--- src/rtl/nibble_core_p.sv ---
// Two-phase accumulator CPU with external ROM/RAM and a DATA_W-wide datapath.
// Define CALL_STACK_EN to get CALL/RET on a hardware return-address stack.
module nibble_core_p #(
    parameter int DATA_W      = 4,
    parameter int STACK_DEPTH = 4
) (
    input  logic              clock,
    input  logic              reset,
    output logic [11:0]       rom_addr,
    input  logic [7:0]        rom_data,
    output logic [11:0]       ram_addr,
    input  logic [DATA_W-1:0] ram_rdata,
    output logic [DATA_W-1:0] ram_wdata,
    output logic              ram_we,
    input  logic [DATA_W-1:0] pushbuttons,
    output logic [DATA_W-1:0] out_port,
    output logic              out_valid,
    output logic              phase,
    output logic              c_flag,
    output logic              z_flag,
    output logic [DATA_W-1:0] accu,
    output logic [11:0]       pc,
    output logic [3:0]        instr,
    output logic [3:0]        oprnd,
    output logic              stack_err
);

    localparam logic [3:0] OP_JC   = 4'h0, OP_JNC = 4'h1, OP_CMPI = 4'h2, OP_CMPM = 4'h3;
    localparam logic [3:0] OP_LIT  = 4'h4, OP_IN  = 4'h5, OP_LD   = 4'h6, OP_ST   = 4'h7;
    localparam logic [3:0] OP_JZ   = 4'h8, OP_JNZ = 4'h9, OP_ADDI = 4'hA, OP_ADDM = 4'hB;
    localparam logic [3:0] OP_JMP  = 4'hC, OP_OUT = 4'hD, OP_NANDI = 4'hE, OP_F   = 4'hF;

    logic              phase_q, phase_d;
    logic [11:0]       pc_q, pc_d;
    logic [3:0]        instr_q, instr_d;
    logic [3:0]        oprnd_q, oprnd_d;
    logic [DATA_W-1:0] accu_q, accu_d;
    logic              c_q, c_d, z_q, z_d;
    logic [DATA_W-1:0] out_q, out_d;
    logic              out_valid_q, out_valid_d;
    logic              stack_err_q, stack_err_d;
    logic              we;

    logic [DATA_W-1:0] imm;
    logic [11:0]       pc_inc;
    logic [11:0]       jump_tgt;
    logic [DATA_W:0]   res;
    logic              upd_flags;
    logic              wr_accu;

    assign imm      = DATA_W'(oprnd_q);
    assign pc_inc   = pc_q + 12'd1;
    assign jump_tgt = {oprnd_q, rom_data};

`ifdef CALL_STACK_EN
    localparam int SP_W = $clog2(STACK_DEPTH + 1);
    logic [SP_W-1:0] sp_q, sp_d;
    logic [SP_W-1:0] sp_m1;
    logic [11:0]     stack_q [0:(1<<SP_W)-1];
    logic            push_en;

    assign sp_m1 = sp_q - SP_W'(1);

    // One register per stack slot; only the slot at sp is written on a push.
    for (genvar gi = 0; gi < (1 << SP_W); gi++) begin : g_stack
        always_ff @(posedge clock) begin
            if (reset)
                stack_q[gi] <= '0;
            else if (push_en && sp_q == SP_W'(gi))
                stack_q[gi] <= pc_inc;
        end
    end

    always_ff @(posedge clock) begin
        if (reset)
            sp_q <= '0;
        else
            sp_q <= sp_d;
    end
`endif

    always_comb begin
        phase_d     = ~phase_q;
        pc_d        = pc_q;
        instr_d     = instr_q;
        oprnd_d     = oprnd_q;
        accu_d      = accu_q;
        c_d         = c_q;
        z_d         = z_q;
        out_d       = out_q;
        out_valid_d = 1'b0;
        stack_err_d = stack_err_q;
        we          = 1'b0;
        res         = '0;
        upd_flags   = 1'b0;
        wr_accu     = 1'b0;
`ifdef CALL_STACK_EN
        sp_d        = sp_q;
        push_en     = 1'b0;
`endif
        if (!phase_q) begin
            {instr_d, oprnd_d} = rom_data;
            pc_d               = pc_inc;
        end else begin
            case (instr_q)
                OP_JC:   pc_d = c_q  ? jump_tgt : pc_inc;
                OP_JNC:  pc_d = !c_q ? jump_tgt : pc_inc;
                OP_JZ:   pc_d = z_q  ? jump_tgt : pc_inc;
                OP_JNZ:  pc_d = !z_q ? jump_tgt : pc_inc;
                OP_CMPI: begin
                    res       = {1'b0, accu_q} - {1'b0, imm};
                    upd_flags = 1'b1;
                end
                OP_CMPM: begin
                    res       = {1'b0, accu_q} - {1'b0, ram_rdata};
                    upd_flags = 1'b1;
                    pc_d      = pc_inc;
                end
                OP_LIT: begin
                    res       = {1'b0, imm};
                    upd_flags = 1'b1;
                    wr_accu   = 1'b1;
                end
                OP_IN: begin
                    res       = {1'b0, pushbuttons};
                    upd_flags = 1'b1;
                    wr_accu   = 1'b1;
                end
                OP_LD: begin
                    res       = {1'b0, ram_rdata};
                    upd_flags = 1'b1;
                    wr_accu   = 1'b1;
                    pc_d      = pc_inc;
                end
                OP_ST: begin
                    we   = 1'b1;
                    pc_d = pc_inc;
                end
                OP_ADDI: begin
                    res       = {1'b0, accu_q} + {1'b0, imm};
                    upd_flags = 1'b1;
                    wr_accu   = 1'b1;
                end
                OP_ADDM: begin
                    res       = {1'b0, accu_q} + {1'b0, ram_rdata};
                    upd_flags = 1'b1;
                    wr_accu   = 1'b1;
                    pc_d      = pc_inc;
                end
                OP_JMP: pc_d = jump_tgt;
                OP_OUT: begin
`ifdef CALL_STACK_EN
                    if (oprnd_q[0]) begin
                        // RET on an empty stack leaves pc where the fetch put it.
                        if (sp_q == '0) begin
                            stack_err_d = 1'b1;
                        end else begin
                            pc_d = stack_q[sp_m1];
                            sp_d = sp_m1;
                        end
                    end else begin
                        out_d       = accu_q;
                        out_valid_d = 1'b1;
                    end
`else
                    out_d       = accu_q;
                    out_valid_d = 1'b1;
`endif
                end
                OP_NANDI: begin
                    res       = {1'b0, ~(accu_q & imm)};
                    upd_flags = 1'b1;
                    wr_accu   = 1'b1;
                end
                OP_F: begin
`ifdef CALL_STACK_EN
                    if (sp_q == SP_W'(STACK_DEPTH)) begin
                        stack_err_d = 1'b1;
                        pc_d        = pc_inc;
                    end else begin
                        push_en = 1'b1;
                        sp_d    = sp_q + SP_W'(1);
                        pc_d    = jump_tgt;
                    end
`else
                    res       = {1'b0, ~(accu_q & ram_rdata)};
                    upd_flags = 1'b1;
                    wr_accu   = 1'b1;
                    pc_d      = pc_inc;
`endif
                end
                default: ;
            endcase
            if (upd_flags) begin
                c_d = res[DATA_W];
                z_d = (res[DATA_W-1:0] == '0);
            end
            if (wr_accu)
                accu_d = res[DATA_W-1:0];
        end
    end

    always_ff @(posedge clock) begin
        if (reset) begin
            phase_q     <= 1'b0;
            pc_q        <= '0;
            instr_q     <= '0;
            oprnd_q     <= '0;
            accu_q      <= '0;
            c_q         <= 1'b0;
            z_q         <= 1'b0;
            out_q       <= '0;
            out_valid_q <= 1'b0;
            stack_err_q <= 1'b0;
        end else begin
            phase_q     <= phase_d;
            pc_q        <= pc_d;
            instr_q     <= instr_d;
            oprnd_q     <= oprnd_d;
            accu_q      <= accu_d;
            c_q         <= c_d;
            z_q         <= z_d;
            out_q       <= out_d;
            out_valid_q <= out_valid_d;
            stack_err_q <= stack_err_d;
        end
    end

    // Reset suppresses the strobe so a reset edge never commits a store.
    assign ram_we    = we & ~reset;
    assign rom_addr  = pc_q;
    assign ram_addr  = jump_tgt;
    assign ram_wdata = accu_q;
    assign out_port  = out_q;
    assign out_valid = out_valid_q;
    assign phase     = phase_q;
    assign c_flag    = c_q;
    assign z_flag    = z_q;
    assign accu      = accu_q;
    assign pc        = pc_q;
    assign instr     = instr_q;
    assign oprnd     = oprnd_q;
`ifdef CALL_STACK_EN
    assign stack_err = stack_err_q;
`else
    assign stack_err = 1'b0;
`endif

endmodule
--- config.mk ---
export PLATFORM = sky130hd
export DESIGN_NAME = nibble_core_p
export DESIGN_NICKNAME = d
export VERILOG_FILES = /design/src/rtl/nibble_core_p.sv
export SDC_FILE = /design/constraint.sdc
export NUM_CORES = 1
export LEC_CHECK = 0
export CORE_MARGIN = 8
export CORE_UTILIZATION = 30
export CTS_CLUSTER_DIAMETER = 120
export DETAILED_ROUTE_END_ITERATION = 8
export MAX_ROUTING_LAYER = met4
export PLACE_DENSITY_LB_ADDON = 0.15
export SETUP_SLACK_MARGIN = 0.02
export SLEW_MARGIN = 10
export SYNTH_ARGS = -nofsm -noshare
export SYNTH_HDL_FRONTEND = slang
export SYNTH_SLANG_ARGS = --single-unit
export TNS_END_PERCENT = 100
--- constraint.sdc ---
create_clock -name clock -period 3 [get_ports clock]
set_clock_uncertainty 0.15 [all_clocks]
set_input_delay 0.45 -clock clock [delete_from_list [all_inputs] [get_ports clock]]
set_output_delay 0.45 -clock clock [all_outputs]
set_load 0.1 [all_outputs]
==> results.sh <==
export IMPL_path_clk_slew_ns=0.06
export IMPL_yosys_warnings=0
export IMPL_drt_wl_total_um=8290
export IMPL_htreeDepth=2
export IMPL_avgRoutedWirePerCell_um=16.7
export IMPL_path_max_fanout=2
export IMPL_ctsHoldBuffers=0
export IMPL_arrival_ns=2.96
export IMPL_setup_tns_ns=0
export IMPL_status="complete, no violations"
export IMPL_start_kind="input port"
export IMPL_synth_cell_types=56
export IMPL_antenna_found_initial=0
export IMPL_critPathCapture="z_flag"
export IMPL_grt_overflow=0
export IMPL_clk_latency_ns=0.28
export IMPL_pin_count=80
export IMPL_finalWorstPathRequiredPeriod_ns=2.88
export IMPL_grt_max_degree=29
export IMPL_worstPathCellList="dlygate4sd2_1, inv_2, ha_2, nor2_2, a21oi_1, o22ai_1, nor2_2, fa_2, xor2_1, a32oi_1, nand3_1, or4_1, a211oi_2, a32o_2"
export IMPL_critPathMostFrequentCell="nor2_2"
export IMPL_fmax_mhz=347
export IMPL_reg2reg_depth=12
export IMPL_die_w_um=109
export IMPL_grt_usage_pct=14.6
export IMPL_crit_cells=14
export IMPL_crit_family="simple AND/OR/NAND/NOR gates"
export IMPL_ys_seq_area_share_pct=24.8
export IMPL_synth_area_mm2=0.00258
export IMPL_slowest_stage="or4_1"
export IMPL_post_place_cells=485
export IMPL_area_delta_synth_final_pct=28.2
export IMPL_initial_core_util_pct=30.2
export IMPL_vias=2603
export IMPL_syn_nets=362
export IMPL_grt_pass1_vias=2639
export IMPL_dieArea_mm2=0.0118
export IMPL_place_congestion=0.820
export IMPL_first_iter_violations=98
export IMPL_r2r_start="instr[1]"
export IMPL_cts_max_path_buffers=2
export IMPL_maxCapViolCount=0
export IMPL_leakage_nw=1.42
export IMPL_grt_pass1_wl_um=13500
export IMPL_cts_tree="yes"
export IMPL_clock_sinks=32
export IMPL_r2r_setup_slack_ns=0.16
export IMPL_yosys_most_used_dff="dfxtp_1"
export IMPL_num_antenna_cells=0
export IMPL_fin_nets=414
export IMPL_final_period_utilization_pct=96.2
export IMPL_tightestPinTransition_ns=0.546
export IMPL_power_density_mw_per_mm2=456
export IMPL_end_kind="flop"
export IMPL_placement_io_buffers=78
export IMPL_setup_violations=0
export IMPL_routed_via_density=5.24
export IMPL_critical_path_buf_inv_count=2
export IMPL_avgSynthCellArea_um2=7.69
export IMPL_async_flop_share_pct=0
export IMPL_synth_edf_count=0
export IMPL_r2r_end="z_flag"
export IMPL_design_core_area_mm2=0.00855
export IMPL_hold_class="reg2reg"
export IMPL_maxSlewViolCount=0
export IMPL_drc=0
export IMPL_hold_violations=0
export IMPL_final_common_cell="buf_4"
export IMPL_layout_common_cells="buf_4, nor2_1, dfxtp_1, a21oi_1, nand2_1"
export IMPL_netlist_instances=336
export IMPL_crit_path_max_incr_delay_ns=0.49
export IMPL_max_slew_margin_rel_pct=63.5
export IMPL_drive_gt1_share_pct=28.8
export IMPL_final_cells=497
export IMPL_rows=34
export IMPL_power_mw=1.51
export IMPL_die_h_um=109
export IMPL_cts_made_buffers=5
export IMPL_crit_type="in2reg"
export IMPL_ys_ff_latch=32
export IMPL_peakVddDrop_mv=0.250
export IMPL_dp_hpwl_um=6100
export IMPL_cts_root_buffer="clkbuf_8"
export IMPL_drtAntennaViolNets=0
export IMPL_cp_startpoint="ram_rdata[1]"
export IMPL_critPathRequiredTime_ns=3.07
export IMPL_drtPass1Iterations=5
-- cells by family (layout without fill, tap and decap cells) --
logic type               count (synthesis)  after routing  synth area share (%)
other                                    1              1                 0.145
AO/OA/AOI/OAI                           86             86                  22.9
AND/OR/NAND/NOR                        120            120                  22.9
XOR/XNOR                                 7              7                  2.37
buffers and inverters                   60            113                  13.8
multiplexers                            22             22                  9.01
flip-flops                              32             32                  24.8
adder cells (fa/ha/maj)                  8              8                  4.17
-- synthesized netlist by cell type (all sizes together) (2+ instances only) --
| master | number | area, um2 |
|---|---|---|
| and3 | 2 | 12.5 |
| nor3 | 11 | 55.1 |
| a21o | 6 | 45.0 |
| a211oi | 6 | 45.0 |
| o21ai | 17 | 85.1 |
| nor4bb | 2 | 20.0 |
| clkbuf | 9 | 33.8 |
| and2 | 2 | 12.5 |
| o2111ai | 4 | 41.3 |
| inv | 10 | 37.5 |
| a31oi | 3 | 18.8 |
| buf | 41 | 284 |
| nand2b | 6 | 37.5 |
| nand3 | 9 | 45.0 |
| o22ai | 3 | 18.8 |
| and4 | 3 | 26.3 |
| a21oi | 21 | 105 |
| dfxtp | 32 | 641 |
| xor2 | 3 | 26.3 |
| nand4 | 3 | 18.8 |
| ha | 7 | 87.6 |
| nor2b | 9 | 56.3 |
| mux2 | 7 | 82.6 |
| o211ai | 2 | 15.0 |
| nand2 | 19 | 71.3 |
| or3 | 3 | 18.8 |
| o32ai | 3 | 26.3 |
| mux2i | 15 | 150 |
| a22oi | 9 | 77.6 |
| nand3b | 2 | 15.0 |
| xnor2 | 4 | 35.0 |
| a32oi | 3 | 26.3 |
| nor2 | 45 | 169 |
| a32o | 2 | 21.3 |
-- registers in the layout, summed over array words and instances, names as in the netlist, 4 cells and up --
name      flops
out_port      4
pc           12
accu          4
instr         4
oprnd         4
-- final cells by class --
cell class                 instances  area [um2]
clock inverter                     1        3.75
tap                              108         135
multi-input combinational        244        1630
sequential                        32         661
clock buffer                       7        76.3
inverter                          10        37.5
fill                             917        5240
timing repair buffer              95         766
-- stage by stage --
| stage | area [um2] | utilization, % | setup WS, ns | hold WS, ns |
|---|---|---|---|---|
| floorplan | 2680 | - | -0.0290 | 0.443 |
| global placement | 3190 | 37.4 | -0.336 | 0.332 |
| detailed placement | 3190 | 37.4 | -0.387 | 0.342 |
| CTS | 3300 | 38.6 | 0.0606 | 0.358 |
| global route | 3310 | 38.7 | -0.0122 | 0.382 |
| finish | 3310 | 38.7 | 0.115 | 0.348 |
-- worst min-delay path by stage --
stage / from / end / cells after the start
global placement: out_port[3] / out_port[3] / 2
floorplan: rom_data[5] / instr[1] / 2
global route: out_port[3] / out_port[3] / 2
CTS: out_port[3] / out_port[3] / 2
finish: out_port[3] / out_port[3] / 2
detailed placement: out_port[3] / out_port[3] / 2
-- timing repair --
action | CTS | global route
gates resized for setup | 4 | 5
buffers inserted | 3 | 1
setup endpoints to repair | 1 | 1
pin swaps | 8 | 6
-- worst register-to-register path, delay by kind of cell, from the launching register on --
kind            cells  cell delay, ns
xor+xnor            1            0.15
simple gates        5            1.07
fa+ha+maj           2            0.55
compound gates      4            0.51
flops               1            0.34
-- power breakdown --
part	switching [mW]	internal [mW]
combinational	0.508	0.191
sequential	0.0520	0.447
clock	0.150	0.161
-- routing by layer --
metal	share of wire [%]	up-vias	GRT usage (%)
met2	47	63	23.6
met1	49	1245	18.6
met4	1.0	0	3.81
met5	0	-	-
li1	-	1289	-
met3	2.9	6	2.01
(Power assumes the default switching activity.)
